<file path="src/rtl/iq_mod_if.sv">
// iq_mod_if: baseband sample handshake in, paced 4-bit IF samples out.
interface iq_mod_if;
    logic signed [7:0] I_BB;
    logic signed [7:0] Q_BB;
    logic              bb_valid;
    logic              bb_ready;
    logic              eoc;
    logic signed [3:0] I_IF;
    logic signed [3:0] Q_IF;
    logic              underflow;
    modport slave (input I_BB, Q_BB, bb_valid, output bb_ready, eoc, I_IF, Q_IF, underflow);
    modport master(output I_BB, Q_BB, bb_valid, input bb_ready, eoc, I_IF, Q_IF, underflow);
endinterface

</file>
<file path="src/rtl/iq_mod.sv">
// iq_mod: buffers baseband I/Q, mixes to fs/4 and emits 4-bit IF samples every DIV clocks.
// Define IQ_MOD_UNDERFLOW_HOLD_EN to re-mix the last popped sample on underflow ticks.
module iq_mod #(
    parameter int DIV        = 5,
    parameter int FIFO_DEPTH = 4
) (
    input  logic     clk,
    input  logic     reset_n,
    iq_mod_if.slave  bb
);
    localparam int AW = $clog2(FIFO_DEPTH);
    localparam int CW = $clog2(DIV);

    logic        [CW-1:0] r_cnt;
    logic        [1:0]    r_ph;
    logic signed [7:0]    r_mem_i [FIFO_DEPTH];
    logic signed [7:0]    r_mem_q [FIFO_DEPTH];
    logic        [AW-1:0] r_wr;
    logic        [AW-1:0] r_rd;
    logic        [AW:0]   r_count;
    logic                 r_ready;
    logic                 r_eoc;
    logic                 r_uf;
    logic signed [3:0]    r_i_if;
    logic signed [3:0]    r_q_if;

    logic                 w_tick;
    logic                 w_push;
    logic                 w_empty;
    logic                 w_pop;
    logic        [AW:0]   w_count_nx;
    logic signed [7:0]    w_src_i;
    logic signed [7:0]    w_src_q;
    logic signed [8:0]    w_i9;
    logic signed [8:0]    w_q9;
    logic signed [8:0]    w_mix_i;
    logic signed [8:0]    w_mix_q;

    // Round half up then clamp; operand is 9 bits so -(-128) survives negation.
    function automatic logic signed [3:0] quant(input logic signed [8:0] x);
        logic signed [9:0] w;
        w = ($signed({x[8], x}) + 10'sd8) >>> 4;
        return (w > 10'sd7) ? 4'sb0111 : (w < -10'sd8) ? 4'sb1000 : w[3:0];
    endfunction

    assign w_tick     = r_cnt == CW'(DIV - 1);
    assign w_push     = bb.bb_valid && r_ready;
    assign w_empty    = r_count == '0;
    assign w_pop      = w_tick && !w_empty;
    assign w_count_nx = r_count + (AW+1)'(w_push) - (AW+1)'(w_pop);

`ifdef IQ_MOD_UNDERFLOW_HOLD_EN
    logic signed [7:0] r_hold_i;
    logic signed [7:0] r_hold_q;

    always_ff @(posedge clk or negedge reset_n) begin
        if (!reset_n) begin
            r_hold_i <= '0;
            r_hold_q <= '0;
        end else if (w_pop) begin
            r_hold_i <= r_mem_i[r_rd];
            r_hold_q <= r_mem_q[r_rd];
        end
    end

    assign w_src_i = w_empty ? r_hold_i : r_mem_i[r_rd];
    assign w_src_q = w_empty ? r_hold_q : r_mem_q[r_rd];
`else
    assign w_src_i = w_empty ? 8'sd0 : r_mem_i[r_rd];
    assign w_src_q = w_empty ? 8'sd0 : r_mem_q[r_rd];
`endif

    assign w_i9    = {w_src_i[7], w_src_i};
    assign w_q9    = {w_src_q[7], w_src_q};
    assign w_mix_i = (r_ph == 2'd0) ? w_i9 : (r_ph == 2'd1) ? -w_q9 : (r_ph == 2'd2) ? -w_i9 : w_q9;
    assign w_mix_q = (r_ph == 2'd0) ? w_q9 : (r_ph == 2'd1) ? w_i9 : (r_ph == 2'd2) ? -w_q9 : -w_i9;

    // Storage needs no reset: the cleared count makes old entries unreachable.
    always_ff @(posedge clk) begin
        if (w_push) begin
            r_mem_i[r_wr] <= bb.I_BB;
            r_mem_q[r_wr] <= bb.Q_BB;
        end
    end

    always_ff @(posedge clk or negedge reset_n) begin
        if (!reset_n) begin
            r_cnt   <= '0;
            r_ph    <= '0;
            r_wr    <= '0;
            r_rd    <= '0;
            r_count <= '0;
            r_ready <= 1'b0;
            r_eoc   <= 1'b0;
            r_uf    <= 1'b0;
            r_i_if  <= '0;
            r_q_if  <= '0;
        end else begin
            r_cnt   <= w_tick ? '0 : r_cnt + CW'(1);
            r_eoc   <= w_tick;
            r_uf    <= w_tick && w_empty;
            r_count <= w_count_nx;
            r_ready <= w_count_nx != (AW+1)'(FIFO_DEPTH);
            if (w_tick) begin
                r_ph   <= r_ph + 2'd1;
                r_i_if <= quant(w_mix_i);
                r_q_if <= quant(w_mix_q);
            end
            if (w_push)
                r_wr <= r_wr + AW'(1);
            if (w_pop)
                r_rd <= r_rd + AW'(1);
        end
    end

    assign bb.bb_ready  = r_ready;
    assign bb.eoc       = r_eoc;
    assign bb.I_IF      = r_i_if;
    assign bb.Q_IF      = r_q_if;
    assign bb.underflow = r_uf;
endmodule

</file>
<file path="src/flat_wrapper.sv">
// flat-port wrapper written by rule: the top's interface ports become plain ports
module iq_mod_flat 
#(
    parameter int DIV        = 5,
    parameter int FIFO_DEPTH = 4
)
  (clk, reset_n, bb_I_BB, bb_Q_BB, bb_bb_valid, bb_bb_ready, bb_eoc, bb_I_IF, bb_Q_IF, bb_underflow);
  iq_mod_if bb_i ();
  input  logic clk;
  input  logic reset_n;
  input wire logic [$bits(bb_i.I_BB)-1:0] bb_I_BB;
  input wire logic [$bits(bb_i.Q_BB)-1:0] bb_Q_BB;
  input wire logic [$bits(bb_i.bb_valid)-1:0] bb_bb_valid;
  output wire logic [$bits(bb_i.bb_ready)-1:0] bb_bb_ready;
  output wire logic [$bits(bb_i.eoc)-1:0] bb_eoc;
  output wire logic [$bits(bb_i.I_IF)-1:0] bb_I_IF;
  output wire logic [$bits(bb_i.Q_IF)-1:0] bb_Q_IF;
  output wire logic [$bits(bb_i.underflow)-1:0] bb_underflow;
  assign bb_i.I_BB = bb_I_BB;
  assign bb_i.Q_BB = bb_Q_BB;
  assign bb_i.bb_valid = bb_bb_valid;
  assign bb_bb_ready = bb_i.bb_ready;
  assign bb_eoc = bb_i.eoc;
  assign bb_I_IF = bb_i.I_IF;
  assign bb_Q_IF = bb_i.Q_IF;
  assign bb_underflow = bb_i.underflow;
  iq_mod #(.DIV(DIV), .FIFO_DEPTH(FIFO_DEPTH)) u_core (.clk(clk), .reset_n(reset_n), .bb(bb_i));
endmodule
</file>
<file path="config.mk">
export PLATFORM = sky130hd
export DESIGN_NAME = iq_mod_flat
export DESIGN_NICKNAME = d
export VERILOG_FILES = /design/src/rtl/iq_mod_if.sv /design/src/rtl/iq_mod.sv /design/src/flat_wrapper.sv
export SDC_FILE = /design/constraint.sdc
export NUM_CORES = 1
export LEC_CHECK = 0
export ABC_AREA = 1
export CORE_MARGIN = 5
export CORE_UTILIZATION = 40
export DETAILED_ROUTE_END_ITERATION = 8
export PLACE_DENSITY = 0.66
export SYNTH_ARGS = -nofsm -noshare
export SYNTH_HDL_FRONTEND = slang
export SYNTH_SLANG_ARGS = --single-unit
</file>
<file path="constraint.sdc">
create_clock -name clk -period 2.23 [get_ports clk]
set_input_delay 0.669 -clock clk [delete_from_list [all_inputs] [get_ports clk]]
set_output_delay 0.669 -clock clk [all_outputs]
set_load 0.01 [all_outputs]
</file>
-- Word-level counts from Yosys, hierarchy flattened
Memories as Yosys holds them, arrays and structs flattened.
Cells that the tools add are included.
- bits in writable memories: 64
- memories kept: 2
- output and inout port bits: 11
- logic and storage cells: 51
- register bits after elaboration: 23
- memory list (name ; depth ; width ; read ports ; clocked after memory_dff ; write ports ; RTL line ; RTL):
    u_core.r_mem_i ; 4 ; 8 ; 1 ; 0 ; 1 ; iq_mod.sv:16 ; logic signed [7:0] r_mem_i [FIFO_DEPTH];
    u_core.r_mem_q ; 4 ; 8 ; 1 ; 0 ; 1 ; iq_mod.sv:17 ; logic signed [7:0] r_mem_q [FIFO_DEPTH];
- equal/unequal tests: 4
- $lt $le $gt $ge: 4
- add/sub/neg operators: 10
- multiplexer cells: 15
- reductions and logical operators: 6
- operators by type and width (operator ; count):
    $mux W9 ; 6
    $add A9 B5 Y10 const B ; 2
    $neg A8 Y9 ; 2
    $mux W4 ; 4
    $mux W8 ; 2
    $gt A6 B4 Y1 const B ; 2
    $lt A6 B4 Y1 const B ; 2
    $add A2 B1 Y2 const B ; 3
    $add A3 B1 Y3 ; 1
    $add A3 B1 Y3 const B ; 1
    $eq A3 B3 Y1 const B ; 1
    $logic_and A1 B1 Y1 ; 3
    $logic_not A3 Y1 ; 1
    $mux W3 ; 1
    $ne A3 B3 Y1 const B ; 1
    $sub A3 B1 Y3 ; 1
    $eq A2 B1 Y1 const B ; 1
    $eq A2 B2 Y1 const B ; 1
    $logic_not A2 Y1 ; 1
    $mux W1 ; 2
    $logic_not A1 Y1 ; 1

-- Depth between registers and ports, before layout
- word-level depth: 10
- gate-level depth with buffers: 23
- mapped depth without buffers: 23

-- Worst setup path after synthesis
No wires, ideal clock.
- path type: register to register
- from: reg u_core.r_count[1]
- to: reg u_core.r_ready, in the netlist u_core.bb.bb_ready
- path buffers: 1
- period minus slack after synthesis: 2.295 ns
- path slack: -0.065 ns
- setup time: 0.117 ns
- stages on the path, launching flop included: 15
- data required time: 2.113 ns
- arrival time: 2.178 ns
- cell sequence: dfrtp_1 > inv_1 > nand2_2 > buf_6 > inv_1 > nor2_1 > ha_1 > inv_1 > ha_1 > inv_1 > fa_1 > xnor2_1 > xor2_1 > inv_1 > nand2_1
- longest elaborated chain between the ends: 5
- elaborated cells on any way between the ends: 6
- classes of those cells: add/sub: 2; eq/ne: 1; reduce/logical: 3
- RTL lines (element ; RTL line ; RTL):
    start: declaration ; iq_mod.sv:20 ; logic [AW:0] r_count;
    start signal: assignment ; iq_mod.sv:102 ; r_count <= w_count_nx;
    $logic_not A3 Y1 ; iq_mod.sv:48 ; assign w_empty = r_count == '0;
    $logic_not A1 Y1 ; iq_mod.sv:49 ; assign w_pop = w_tick && !w_empty;
    $logic_and A1 B1 Y1 ; iq_mod.sv:49 ;
    net u_core.w_pop ; iq_mod.sv:30 ; logic w_pop;
    $sub A3 B1 Y3 ; iq_mod.sv:50 ; assign w_count_nx = r_count + (AW+1)'(w_push) - (AW+1)'(w_pop);
    net u_core.w_count_nx[2] ; iq_mod.sv:31 ; logic [AW:0] w_count_nx;
    $ne A3 B3 Y1 ; iq_mod.sv:103 ; r_ready <= w_count_nx != (AW+1)'(FIFO_DEPTH);
    end signal: assignment ; iq_mod.sv:103 ;
    end: declaration ; iq_mod.sv:21 ; logic r_ready;
The timed path passes the listed nets, and every way through them passes these cells.
A chain may end at the register's enable or synchronous reset.

-- Worst setup path after layout
- from: reg u_core.r_rd[0]
- to: reg u_core.r_q_if[0], in the netlist u_core.bb.Q_IF[0]
- longest elaborated chain between the ends: 10
- elaborated cells on any way between the ends: 14
- classes of those cells: add/sub: 3; order compare: 2; mux: 7; memory: 2
- RTL lines (element ; RTL line ; RTL):
    start: declaration ; iq_mod.sv:19 ; logic [AW-1:0] r_rd;
    start signal: assignment ; iq_mod.sv:112 ; r_rd <= r_rd + AW'(1);
    $mem_v2 Z4 W8 (on tied branches) ; - ;
    $mux W8 (on tied branches) ; iq_mod.sv:69, iq_mod.sv:70 ;
    $neg A8 Y9 ; iq_mod.sv:76 ; assign w_mix_q = (r_ph == 2'd0) ? w_q9 : (r_ph == 2'd1) ? w_i9 : (r_ph == 2'd2) ? -w_q9 : -w_i9;
    $mux W9 (2 in a row) ; iq_mod.sv:76 ;
    $mux W9 * ; iq_mod.sv:76 ;
    $add A9 B5 Y10 * ; iq_mod.sv:42 ; w = ($signed({x[8], x}) + 10'sd8) >>> 4;
    $lt A6 B4 Y1 ; iq_mod.sv:43 ; return (w > 10'sd7) ? 4'sb0111 : (w < -10'sd8) ? 4'sb1000 : w[3:0];
    $mux W4 ; iq_mod.sv:43 ;
    $mux W4 * ; iq_mod.sv:43 ;
    end signal: assignment ; iq_mod.sv:107 ; r_q_if <= quant(w_mix_q);
    end: declaration ; iq_mod.sv:25 ; logic signed [3:0] r_q_if;
Mark *: on every way between the ends. The rest lies on a longest branch, timed or not.

==> results.md <==
- Final Hold Vio Count: 0
- Syn Nets: roughly 540
- Seq/Total Area, Yosys: 54.9%
- Total GRT Usage: approximately 16%
- Syn. warnings: 0
- # H-tree levels: 3
- Worst-skew pair later-pin latency: 0.33 ns
- Synth unique cells: 31
- Rows: 39
- Worst R2R Start: u_core.r_rd[0]
- Top Ports: 30
- Largest net degree at the start of global routing: 24
- Clock slew at reported path FFs: 0.06 ns
- DR iter-0 viols: 140
- Worst Tran Pin Value: 0.409 ns
- R2R depth: 22
- CP Launch Type: flop
- Routed length per instance: between 10 and 15 um
- Initial antenna violation count: 0
- Sequential Power Share: 22.0%
- Port buffer count: 29
- Hold EP: u_core.r_cnt[0]
- Multi-input gate area: 2110 um2
- Residual DRC: 0
- Fill cells: 946
- CTS tree: yes
- Internal Power: 0.00615 W
- Kind of critical path: flop to flop
- Antenna Nets Post-Route: 0
- Die Wd: between 100 and 150 um
- Fin Clk Skew: 0.00731 ns
- Failing checks: setup timing
- Area share of fa/ha/maj cells after synthesis: under 10%
- Compound-Gate Fraction of Synth Area: 4.64%
- GPL Wtd Cong: between 0.9 and 1
- Routed WL: 10500 um
- Mux contribution to synthesized area: 0%
- Chip Height: 117 um
- NumNets Final: 662
- Min-delay src: u_core.r_cnt[0]
- Crit path time final: 2.40 ns
- R2R Path End: u_core.bb.Q_IF[0]
- Worst-path fanout max: 5
- Total CTS buffers: 9
- Outcome: finished, violations left
- Maximum vdd ir drop: 0.774 mV
- Vias post-DR: 3687
- NetSw: ~0.0043 W
- Post-DP Area: between 5000 and 6000 um2
- Post-Synthesis Cell Area: 4550 um2
- CP required: 2.46 ns
- Final instance area: 6470 um2
- WP data arrival: 2.63 ns
- Share of total power in combinational logic: 64.1%
- Maxcap violations: 0
- First-pass iteration count of the detailed router: 4
- Worst hold path class: flop to flop
- PwrDens: 1620 nW/um2
- Vias per cell: 4.75
- Fmax: 0.416 GHz
- Synth Instances: a little over 500
- Leak: just under 3 nW
- Post-layout util: a little under three fifths
- CP endpoint kind: flop
- DP Wirelength: 7470 um
- Final worst path period share: 108%
- RSZ-0062 raised after global routing: true
- PnR worst setup slack: -0.173 ns
- Number of global-route vias before repair: 3843
- Initial Utilization: approximately two fifths
- Core Region: 11300 um2
- Grt ovf: 0
- Ant. Diodes: 0
- Clock share of power: 13.9%
- Clock root cell: clkbuf_16
- Hold depth: 1
- CTS sink cnt: 87
- Simple-gate share of the synthesized area: 25.5%
- Sw frac: 41.3%
- XOR/XNOR share of the synthesized area: under 10%
- Reg2Reg Setup Slack: -0.17 ns
- Die Footprint: 13600 um2
- Hold-fix buffers, CTS: 0
- First-pass GRT wire length: 17500 um
- Area added between synthesis and finish: 42.2%
- Largest family of logic cells by synthesized area: simple AND/OR/NAND/NOR gates
- Pins Over Slew Limit: 0
- CTS max path bufs: 2
- Flops & latches, synth: 87
- Register area: 2500 um2
- Post-synthesis average cell area: between 9 and 10 um2
- Max-slew headroom: a little over 70%
- Setup violators final: 8
- Layout cells sized above 1: 39.4%
==> critical path: stages, from the launching register on <==
cell and delay, ns:
dfrtp_1 0.41, inv_2 0.12, buf_6 0.13, buf_6 0.09
nand2_1 0.04, nand3_1 0.06, nand2_1 0.08, nand2_2 0.15
nand2_4 0.06, nor2_4 0.15, nand2_2 0.09, nand2_2 0.08
nand3_2 0.07, nand3_2 0.07, nand2_2 0.07, a21oi_4 0.17
nand3_2 0.09, nand2_2 0.08, nand2_2 0.06, nand2_1 0.06
nand2_1 0.06, nand2_1 0.05, nand2_1 0.06
==> cells by family (layout without fill, tap and decap cells) <==
group,after synthesis,in the layout
compound gates,36,36
simple gates,265,266
fa+ha+maj,14,14
xor+xnor,10,10
buf+inv,92,221
flops,87,87
==> per-stage QoR <==
stage | hold slack [ns] | worst slack (ns) | instances | total power [W] | setup TNS (ns)
after detailed placement | 0.460 | -0.272 | 737 | 0.00729 | -2.22
after CTS | 0.467 | -0.148 | 768 | 0.00963 | -0.945
after floorplan | 0.373 | 0.000953 | 504 | 0.00538 | 0
after global routing | 0.486 | -0.426 | 777 | 0.0113 | -3.13
final | 0.468 | -0.173 | 777 | 0.0105 | -1.16
after global placement | 0.451 | -0.202 | 737 | 0.00716 | -1.54
==> how the worst max path moves through the flow <==
stage | from | endpoint | depth (start not counted)
2_1_floorplan | u_core.r_rd[0] | u_core.bb.I_IF[2] | 18
3_3_place_gp | u_core.r_rd[0] | u_core.bb.Q_IF[0] | 20
3_5_place_dp | u_core.r_rd[0] | u_core.bb.I_IF[0] | 20
4_1_cts | u_core.r_rd[0] | u_core.bb.I_IF[0] | 20
5_1_grt | u_core.r_rd[0] | u_core.bb.Q_IF[2] | 21
6_report | u_core.r_rd[0] | u_core.bb.Q_IF[0] | 22
==> state kept, by name, summed over array words and instances, names as in the netlist, 2 cells and up <==
name,count
u_core.r_mem_q,32
u_core.r_ph,2
u_core.r_mem_i,32
u_core.r_count,3
u_core.bb.I_IF,4
u_core.r_rd,2
u_core.r_cnt,3
u_core.r_wr,2
u_core.bb.Q_IF,4
==> final cells by class <==
class,instances,share of cell area (%)
inverter,79,4.77
sequential,87,38.6
tap,143,2.76
clock buffer,11,3.60
clock inverter,5,0.928
timing repair buffer,126,16.7
multi-input combinational,326,32.7
==> power by group through the flow <==
stage	sequential [W]	clock (W)	combinational (W)
after global placement	0.00230	0	0.00486
after global routing	0.00234	0.00156	0.00740
after floorplan	0.00235	0	0.00303
after detailed placement	0.00232	0	0.00497
after CTS	0.00230	0.00148	0.00585
final	0.00230	0.00146	0.00671
==> cells in the mapped netlist <==
| master | number | share of area (%) |
|---|---|---|
| nand2_1 | 146 | 12 |
| inv_1 | 71 | 5.9 |
| edfxtp_1 | 64 | 42 |
| nand3_1 | 44 | 4.8 |
| nor2_1 | 41 | 3.4 |
| dfrtp_1 | 23 | 13 |
| nand2_2 | 17 | 2.3 |
| o21ai_0 | 14 | 1.5 |
| ha_1 | 13 | 3.6 |
| a21oi_1 | 9 | 0.99 |
| inv_2 | 7 | 0.58 |
| a21oi_2 | 6 | 1.2 |
| xor2_1 | 6 | 1.2 |
| buf_6 | 5 | 1.2 |
| nand3_2 | 5 | 1.1 |
| nand4_1 | 4 | 0.55 |
| nor2_2 | 4 | 0.55 |
| xnor2_1 | 4 | 0.77 |
| buf_4 | 3 | 0.49 |
| o21ai_1 | 3 | 0.33 |
| a31oi_1 | 2 | 0.27 |
| buf_2 | 2 | 0.22 |
| clkbuf_1 | 2 | 0.16 |
| nand3b_1 | 2 | 0.33 |
| buf_12 | 1 | 0.44 |
| clkinv_1 | 1 | 0.082 |
| fa_1 | 1 | 0.44 |
| nor2_4 | 1 | 0.25 |
| o211ai_1 | 1 | 0.16 |
| o21ai_2 | 1 | 0.19 |
| or2_1 | 1 | 0.14 |
==> timing repair <==
| item | CTS | global route |
|---|---|---|
| setup buffers | 14 | 9 |
| setup endpoints to repair | 10 | 10 |
| pin swaps | 20 | 60 |
| gates resized for setup | 73 | 74 |
| cloned | 1 | 1 |
==> cell usage in the layout (no fill, tap or decap), types with 5 or more instances in the layout <==
cell type,count
o21ai_0,7
nand2_1,98
ha_1,9
nand3_2,25
a21oi_1,7
o21ai_1,6
inv_1,63
nand2_2,52
nor2_4,6
nand3_1,21
nand2_4,14
edfxtp_1,64
dfrtp_1,23
buf_6,13
inv_2,10
xor2_1,6
clkdlybuf4s50_1,29
buf_4,83
nor2_1,35
inv_4,5
nor2_2,5
clkbuf_16,9
a21oi_2,7
==> layer usage <==
layer  GRT usage [%]  wire length [um]  vias to the layer above
li1                -                 -                     1860
met1            19.4              4430                     1757
met2            29.2              5640                       49
met3            2.80               223                       21
met4            6.73               231                        0
met5               0                 0                        -
(Power assumes the default switching activity.)
